==> src/rtl/multdiv_ctrl.sv <==
// Sequencer and result collector for the shared multiply/divide unit: latches
// operands, steps the selected datapath's iteration count and returns its result.
module multdiv_ctrl (
    input  logic        clock,
    input  logic        dataReset_n,
    input  logic        ctrl_MULT,
    input  logic        ctrl_DIV,
    input  logic [31:0] data_operandA,
    input  logic [31:0] data_operandB,
    output logic [31:0] mult_multiplicand,
    output logic [31:0] mult_multiplier,
    output logic [3:0]  mult_count,
    input  logic [31:0] mult_result,
    input  logic        mult_overflow,
    output logic [31:0] div_dividend,
    output logic [31:0] div_divisor,
    output logic [5:0]  div_count,
    input  logic [31:0] div_quotient,
    output logic [31:0] data_result,
    output logic        data_exception,
    output logic        data_resultRDY,
    output logic        busy
);
    localparam int unsigned MULT_CYCLES = 17;
    localparam int unsigned DIV_CYCLES  = 33;
    localparam int unsigned CNT_W       = 6;
    localparam int unsigned MCNT_W      = 4;
    localparam int unsigned DATA_W      = 32;
    localparam int unsigned MCNT_MAX    = 15;

    typedef enum logic [1:0] {
        S_IDLE = 2'd0,
        S_MULT = 2'd1,
        S_DIV  = 2'd2,
        S_DONE = 2'd3
    } state_e;

    state_e              state_q, state_d;
    logic [CNT_W-1:0]    cnt_q, cnt_d;
    logic [DATA_W-1:0]   mult_a_q, mult_a_d;
    logic [DATA_W-1:0]   mult_b_q, mult_b_d;
    logic [DATA_W-1:0]   div_a_q, div_a_d;
    logic [DATA_W-1:0]   div_b_q, div_b_d;
    logic [DATA_W-1:0]   result_q, result_d;
    logic                exc_q, exc_d;
    logic                rdy_q, rdy_d;
    logic                busy_q, busy_d;
    logic [MCNT_W-1:0]   mult_count_q, mult_count_d;
    logic [CNT_W-1:0]    div_count_q, div_count_d;

    // Next-state logic: a new request always wins over the running operation.
    always_comb begin
        state_d  = state_q;
        cnt_d    = cnt_q;
        mult_a_d = mult_a_q;
        mult_b_d = mult_b_q;
        div_a_d  = div_a_q;
        div_b_d  = div_b_q;
        result_d = result_q;
        exc_d    = exc_q;
        rdy_d    = 1'b0;

        if (ctrl_MULT) begin
            mult_a_d = data_operandA;
            mult_b_d = data_operandB;
            cnt_d    = '0;
            state_d  = S_MULT;
        end else if (ctrl_DIV) begin
            div_a_d = data_operandA;
            div_b_d = data_operandB;
            cnt_d   = '0;
            if (data_operandB == '0) begin
                // Divide-by-zero completes immediately without running the divider.
                result_d = '0;
                exc_d    = 1'b1;
                rdy_d    = 1'b1;
                state_d  = S_DONE;
            end else begin
                state_d = S_DIV;
            end
        end else begin
            case (state_q)
                S_IDLE: state_d = S_IDLE;
                S_MULT: begin
                    cnt_d = cnt_q + CNT_W'(1);
                    if (cnt_q == CNT_W'(MULT_CYCLES - 1)) begin
                        result_d = mult_result;
                        exc_d    = mult_overflow;
                        rdy_d    = 1'b1;
                        state_d  = S_DONE;
                    end
                end
                S_DIV: begin
                    cnt_d = cnt_q + CNT_W'(1);
                    if (cnt_q == CNT_W'(DIV_CYCLES - 1)) begin
                        result_d = div_quotient;
                        exc_d    = 1'b0;
                        rdy_d    = 1'b1;
                        state_d  = S_DONE;
                    end
                end
                S_DONE:  state_d = S_IDLE;
                default: state_d = S_IDLE;
            endcase
        end
    end

    // Datapath-facing counts are decoded from the next state so they leave flops.
    always_comb begin
        busy_d       = (state_d == S_MULT) || (state_d == S_DIV);
        mult_count_d = '0;
        div_count_d  = '0;
        if (state_d == S_MULT) begin
            // Saturate at the last iteration so the multiplier never sees a reload.
            if (cnt_d > CNT_W'(MCNT_MAX)) begin
                mult_count_d = MCNT_W'(MCNT_MAX);
            end else begin
                mult_count_d = cnt_d[MCNT_W-1:0];
            end
        end
        if (state_d == S_DIV) begin
            div_count_d = cnt_d;
        end
    end

    always_ff @(posedge clock or negedge dataReset_n) begin
        if (!dataReset_n) begin
            state_q      <= S_IDLE;
            cnt_q        <= '0;
            mult_a_q     <= '0;
            mult_b_q     <= '0;
            div_a_q      <= '0;
            div_b_q      <= '0;
            result_q     <= '0;
            exc_q        <= 1'b0;
            rdy_q        <= 1'b0;
            busy_q       <= 1'b0;
            mult_count_q <= '0;
            div_count_q  <= '0;
        end else begin
            state_q      <= state_d;
            cnt_q        <= cnt_d;
            mult_a_q     <= mult_a_d;
            mult_b_q     <= mult_b_d;
            div_a_q      <= div_a_d;
            div_b_q      <= div_b_d;
            result_q     <= result_d;
            exc_q        <= exc_d;
            rdy_q        <= rdy_d;
            busy_q       <= busy_d;
            mult_count_q <= mult_count_d;
            div_count_q  <= div_count_d;
        end
    end

    assign mult_multiplicand = mult_a_q;
    assign mult_multiplier   = mult_b_q;
    assign mult_count        = mult_count_q;
    assign div_dividend      = div_a_q;
    assign div_divisor       = div_b_q;
    assign div_count         = div_count_q;
    assign data_result       = result_q;
    assign data_exception    = exc_q;
    assign data_resultRDY    = rdy_q;
    assign busy              = busy_q;

endmodule

==> config.mk <==
export PLATFORM = sky130hd
export DESIGN_NAME = multdiv_ctrl
export DESIGN_NICKNAME = d
export VERILOG_FILES = /design/src/rtl/multdiv_ctrl.sv
export SDC_FILE = /design/constraint.sdc
export NUM_CORES = 1
export LEC_CHECK = 0
export CORE_MARGIN = 2
export CORE_UTILIZATION = 36
export CTS_CLUSTER_DIAMETER = 80
export DETAILED_ROUTE_END_ITERATION = 10
export PLACE_DENSITY = 0.69
export RECOVER_POWER = 100
export SYNTH_ARGS = -nofsm -noshare
export SYNTH_HDL_FRONTEND = slang
export SYNTH_SLANG_ARGS = --single-unit
==> constraint.sdc <==
create_clock -name clock -period 2.65 [get_ports clock]
set_input_delay 0.3975 -clock clock [delete_from_list [all_inputs] [get_ports clock]]
set_output_delay 0.3975 -clock clock [all_outputs]
set_load 0.05 [all_outputs]
==> out/qor.csv, run 1 <==
stage;metric;value;unit
clock_network;cts.sinks;181;
logic_synthesis;avgSynthCellArea;14.71;sq um
placement;gp_congestion;0.8119;
clock_network;cts_resized;0;
global_route;grt_pass1_wl;33.13;mm
floorplan;dieHeight;148.8;microns
logic_synthesis;ys_ff_latch;181;
floorplan;design.core.area;0.02043;sq mm
logic_synthesis;yosysSeqAreaShare;60.01;%
clock_network;htreeDepth;4;
power_and_ir_drop;seqPwrFrac;37.2;%
placement;dp_cells;1084;
global_route;grt-ovfl-total;0;
cells_and_area;nNetsFinal;973;
timing;fmax;0.4106;GHz
timing;rsz0062_at_grt;false;
timing;hold_viol;0;
global_route;gr-usage-met2;33.70;%
routing;ant_nets;0;
cells_and_area;layout_commonest_cell;dfrtp_1;
placement;port_buffers;305;
worst_setup_path;cp-start-kind;input port;
status;status;finished with violations;
global_route;grt_pass1_vias;5885;
power_and_ir_drop;p_leak;4.993;nW
timing;fin_skew;0.006302;ns
floorplan;ioPinCount;306;
floorplan;die-area;0.02214;sq mm
worst_setup_path;reg2reg_slack;0.24;ns
global_route;met3_usage;7.187;%
routing;wire_per_inst;19.02;microns
global_route;grt_max_degree;73;
hold_path;hp-class;reg -> reg;
logic_synthesis;ys_dominant_reg_cell;dfrtp_1;
power_and_ir_drop;p_comb_share;32.7;%
cells_and_area;syn_to_final_growth;52.45;%
global_route;track_usage;19.43;%
floorplan;die_w;148.8;microns
clock_network;cts-buffers-inserted;17;
clock_network;clockRootBuffer;clkbuf_16;
power_and_ir_drop;swShare;36.40;%
routing;drc;0;
worst_setup_path;arrival;2.74;ns
cells_and_area;fin_util;56.32;%
clock_network;cts_tree;built;
power_and_ir_drop;p_int;5.690;mW
cells_and_area;nFillCells;1743;
logic_synthesis;synthDistinctLibCells;37;
floorplan;rows;52;
logic_synthesis;yosysWarnings;0;
timing;slew_headroom;-38.89;%
floorplan;initial_utilization;36.94;%
routing;dr.first_iter.drc_count;176;
cells_and_area;drive_gt1_share;22.31;%
power_and_ir_drop;power.density;777.6;mW/mm^2
worst_setup_path;crit_type;in -> reg;
power_and_ir_drop;ir_drop;0.4336;mV
worst_setup_path;worstPathMaxFanout;28;
worst_setup_path;cp.required;2.95;ns
timing;min_period;2.435;ns
routing;routed-via-count;5430;
logic_synthesis;synth.cell_area;0.007547;sq mm
global_route;antenna_found_initial;1;
cells_and_area;layoutNonFillerInstCount;1117;
logic_synthesis;synth.net_count;652;
routing;first_pass_iters;4;
timing;worstMarginPinSlew;2.083;ns
timing;fin_hold_ws;0.4852;ns
cells_and_area;final_cell_mix;dfrtp_1, dlygate4sd3_1, mux2_2, clkdlybuf4s50_1, nor2_1;
placement;dp_hpwl;15.78;mm
timing;final_max_slew_viol_count;64;
power_and_ir_drop;p_clk_share;30.1;%
routing;viasPerCell;4.861;
logic_synthesis;synth-async-reset-ratio;100.0;%
run;drv_cap;2;
logic_synthesis;synth_edf_count;0;
global_route;busiest_layer;met2;
timing;setup_viol;0;
global_route;met1_usage;22.41;%
power_and_ir_drop;switchingPower;3.257;mW
clock_network;clock_latency;0.42;ns
routing;wirelength;21.24;mm
timing;finalCritPeriodShare;91.90;%
worst_setup_path;critPathCaptureType;flop;
logic_synthesis;syn_inst;513;
clock_network;clkTransAtPathRegs;0.07;ns
clock_network;clk_path_buf_depth;2;
cells_and_area;num_antenna_cells;0;
status;violations;capacitance limit, slew limit;
==> path summary, 6_finish.rpt <==
path,start,endpoint,cells past startpoint
max,ctrl_DIV,div_divisor[20],5
max in group asynchronous,dataReset_n,div_dividend[11],3
min in group asynchronous,dataReset_n,data_result[25],2
max reg2reg,cnt_q[0],data_result[10],8
min,data_result[23],data_result[23],1
min reg2reg,data_result[23],data_result[23],1
==> critical path, cell delays in order <==
cell	delay, ns
clkbuf_1	0.19
clkbuf_1	0.30
nand2b_2	0.14
clkbuf_1	1.25
mux2_2	0.45
==> power by group through the flow <==
stage / combinational, mW / clock, mW / sequential [mW]
global placement: 3.14 / 0 / 3.39
CTS: 3.19 / 2.77 / 3.36
finish: 2.92 / 2.69 / 3.33
floorplan: 0.589 / 0 / 4.72
global route: 3.04 / 2.89 / 3.38
detailed placement: 3.18 / 0 / 3.41
==> layout make-up <==
class	count	area (sq um)	share of cell area [%]
clock buffers	18	439.2	3.817
clock inverters	14	185.2	1.609
flip-flops and latches	181	4529	39.37
well taps	270	337.8	2.936
inverters	8	30.03	0.2610
repair buffers	329	3221	27.99
multi-input cells	297	2764	24.02
==> per-stage QoR <==
stage	power [mW]	setup TNS [ns]	area, sq um	setup WS [ns]
final	8.947	0	11510	0.2148
after floorplan	5.312	0	7547	0.6505
after global routing	9.314	0	11510	0.03468
after detailed placement	6.586	-9.335	11030	-0.2361
after CTS	9.321	0	11670	0.2034
after global placement	6.533	-10.39	11030	-0.2583
==> layer usage <==
metal / part of all wire (%) / vias up
met5: 0 / -
met4: 1.7 / 0
met3: 9.3 / 26
met2: 50 / 232
met1: 39 / 2720
li1: - / 2452
==> sequential cells by signal, summed over array words and instances (netlist names) <==
signal and flops:
div_count 6, cnt_q 6, data_exception 1, data_resultRDY 1, data_result 32, div_dividend 32
state_q 2, busy 1, mult_multiplier 32, div_divisor 32, mult_multiplicand 32, mult_count 4
==> synthesized netlist by cell type, types with 2 or more instances <==
cell type | number | share of area [%]
ha_1 | 6 | 0.99
nand4_1 | 2 | 0.17
nor3_1 | 2 | 0.13
xor2_1 | 4 | 0.46
inv_1 | 8 | 0.40
o21ai_0 | 3 | 0.20
or3_1 | 2 | 0.17
mux2i_1 | 34 | 4.5
nand2_1 | 2 | 0.10
and2_1 | 4 | 0.33
mux2_4 | 29 | 5.8
a21oi_1 | 3 | 0.20
dfrtp_1 | 181 | 60
nand2b_1 | 2 | 0.17
a31oi_1 | 2 | 0.17
buf_1 | 6 | 0.30
nand3b_1 | 3 | 0.30
clkbuf_1 | 15 | 0.75
nor4_1 | 6 | 0.50
mux2_2 | 131 | 20
o21a_1 | 4 | 0.40
buf_2 | 3 | 0.20
buf_6 | 3 | 0.45
nand3_1 | 2 | 0.13
nor2_1 | 44 | 2.2
==> cells by family (layout without fill, tap and decap cells) <==
logic type | after synthesis | in the layout | synth area share (%)
muxes | 194 | 194 | 29.82
DFF | 181 | 181 | 60.01
and+or+nand+nor | 75 | 75 | 4.924
buffers and inverters | 35 | 369 | 2.089
AOI/OAI and AO/OA | 17 | 17 | 1.575
adders and majority gates | 6 | 6 | 0.9947
xor gates and xnor gates | 5 | 5 | 0.5802
==> repair_timing <==
action | CTS | global route
setup buffers | 0 | 0
endpoints found under the hold margin | 52 | 0
hold buffers | 1 | 0
Power figures use the tool's default switching activity.
==> run 2: changes to the inputs <==
--- a/config.mk
+++ b/config.mk
@@ -11,6 +11,7 @@
 export DETAILED_ROUTE_END_ITERATION = 10
 export PLACE_DENSITY = 0.69
 export RECOVER_POWER = 100
+export SKIP_LAST_GASP = 1
 export SYNTH_ARGS = -nofsm -noshare
 export SYNTH_HDL_FRONTEND = slang
 export SYNTH_SLANG_ARGS = --single-unit
==> results of run 2 <==
Same layout as run 1: the final DEF is identical, and so are final timing and power.
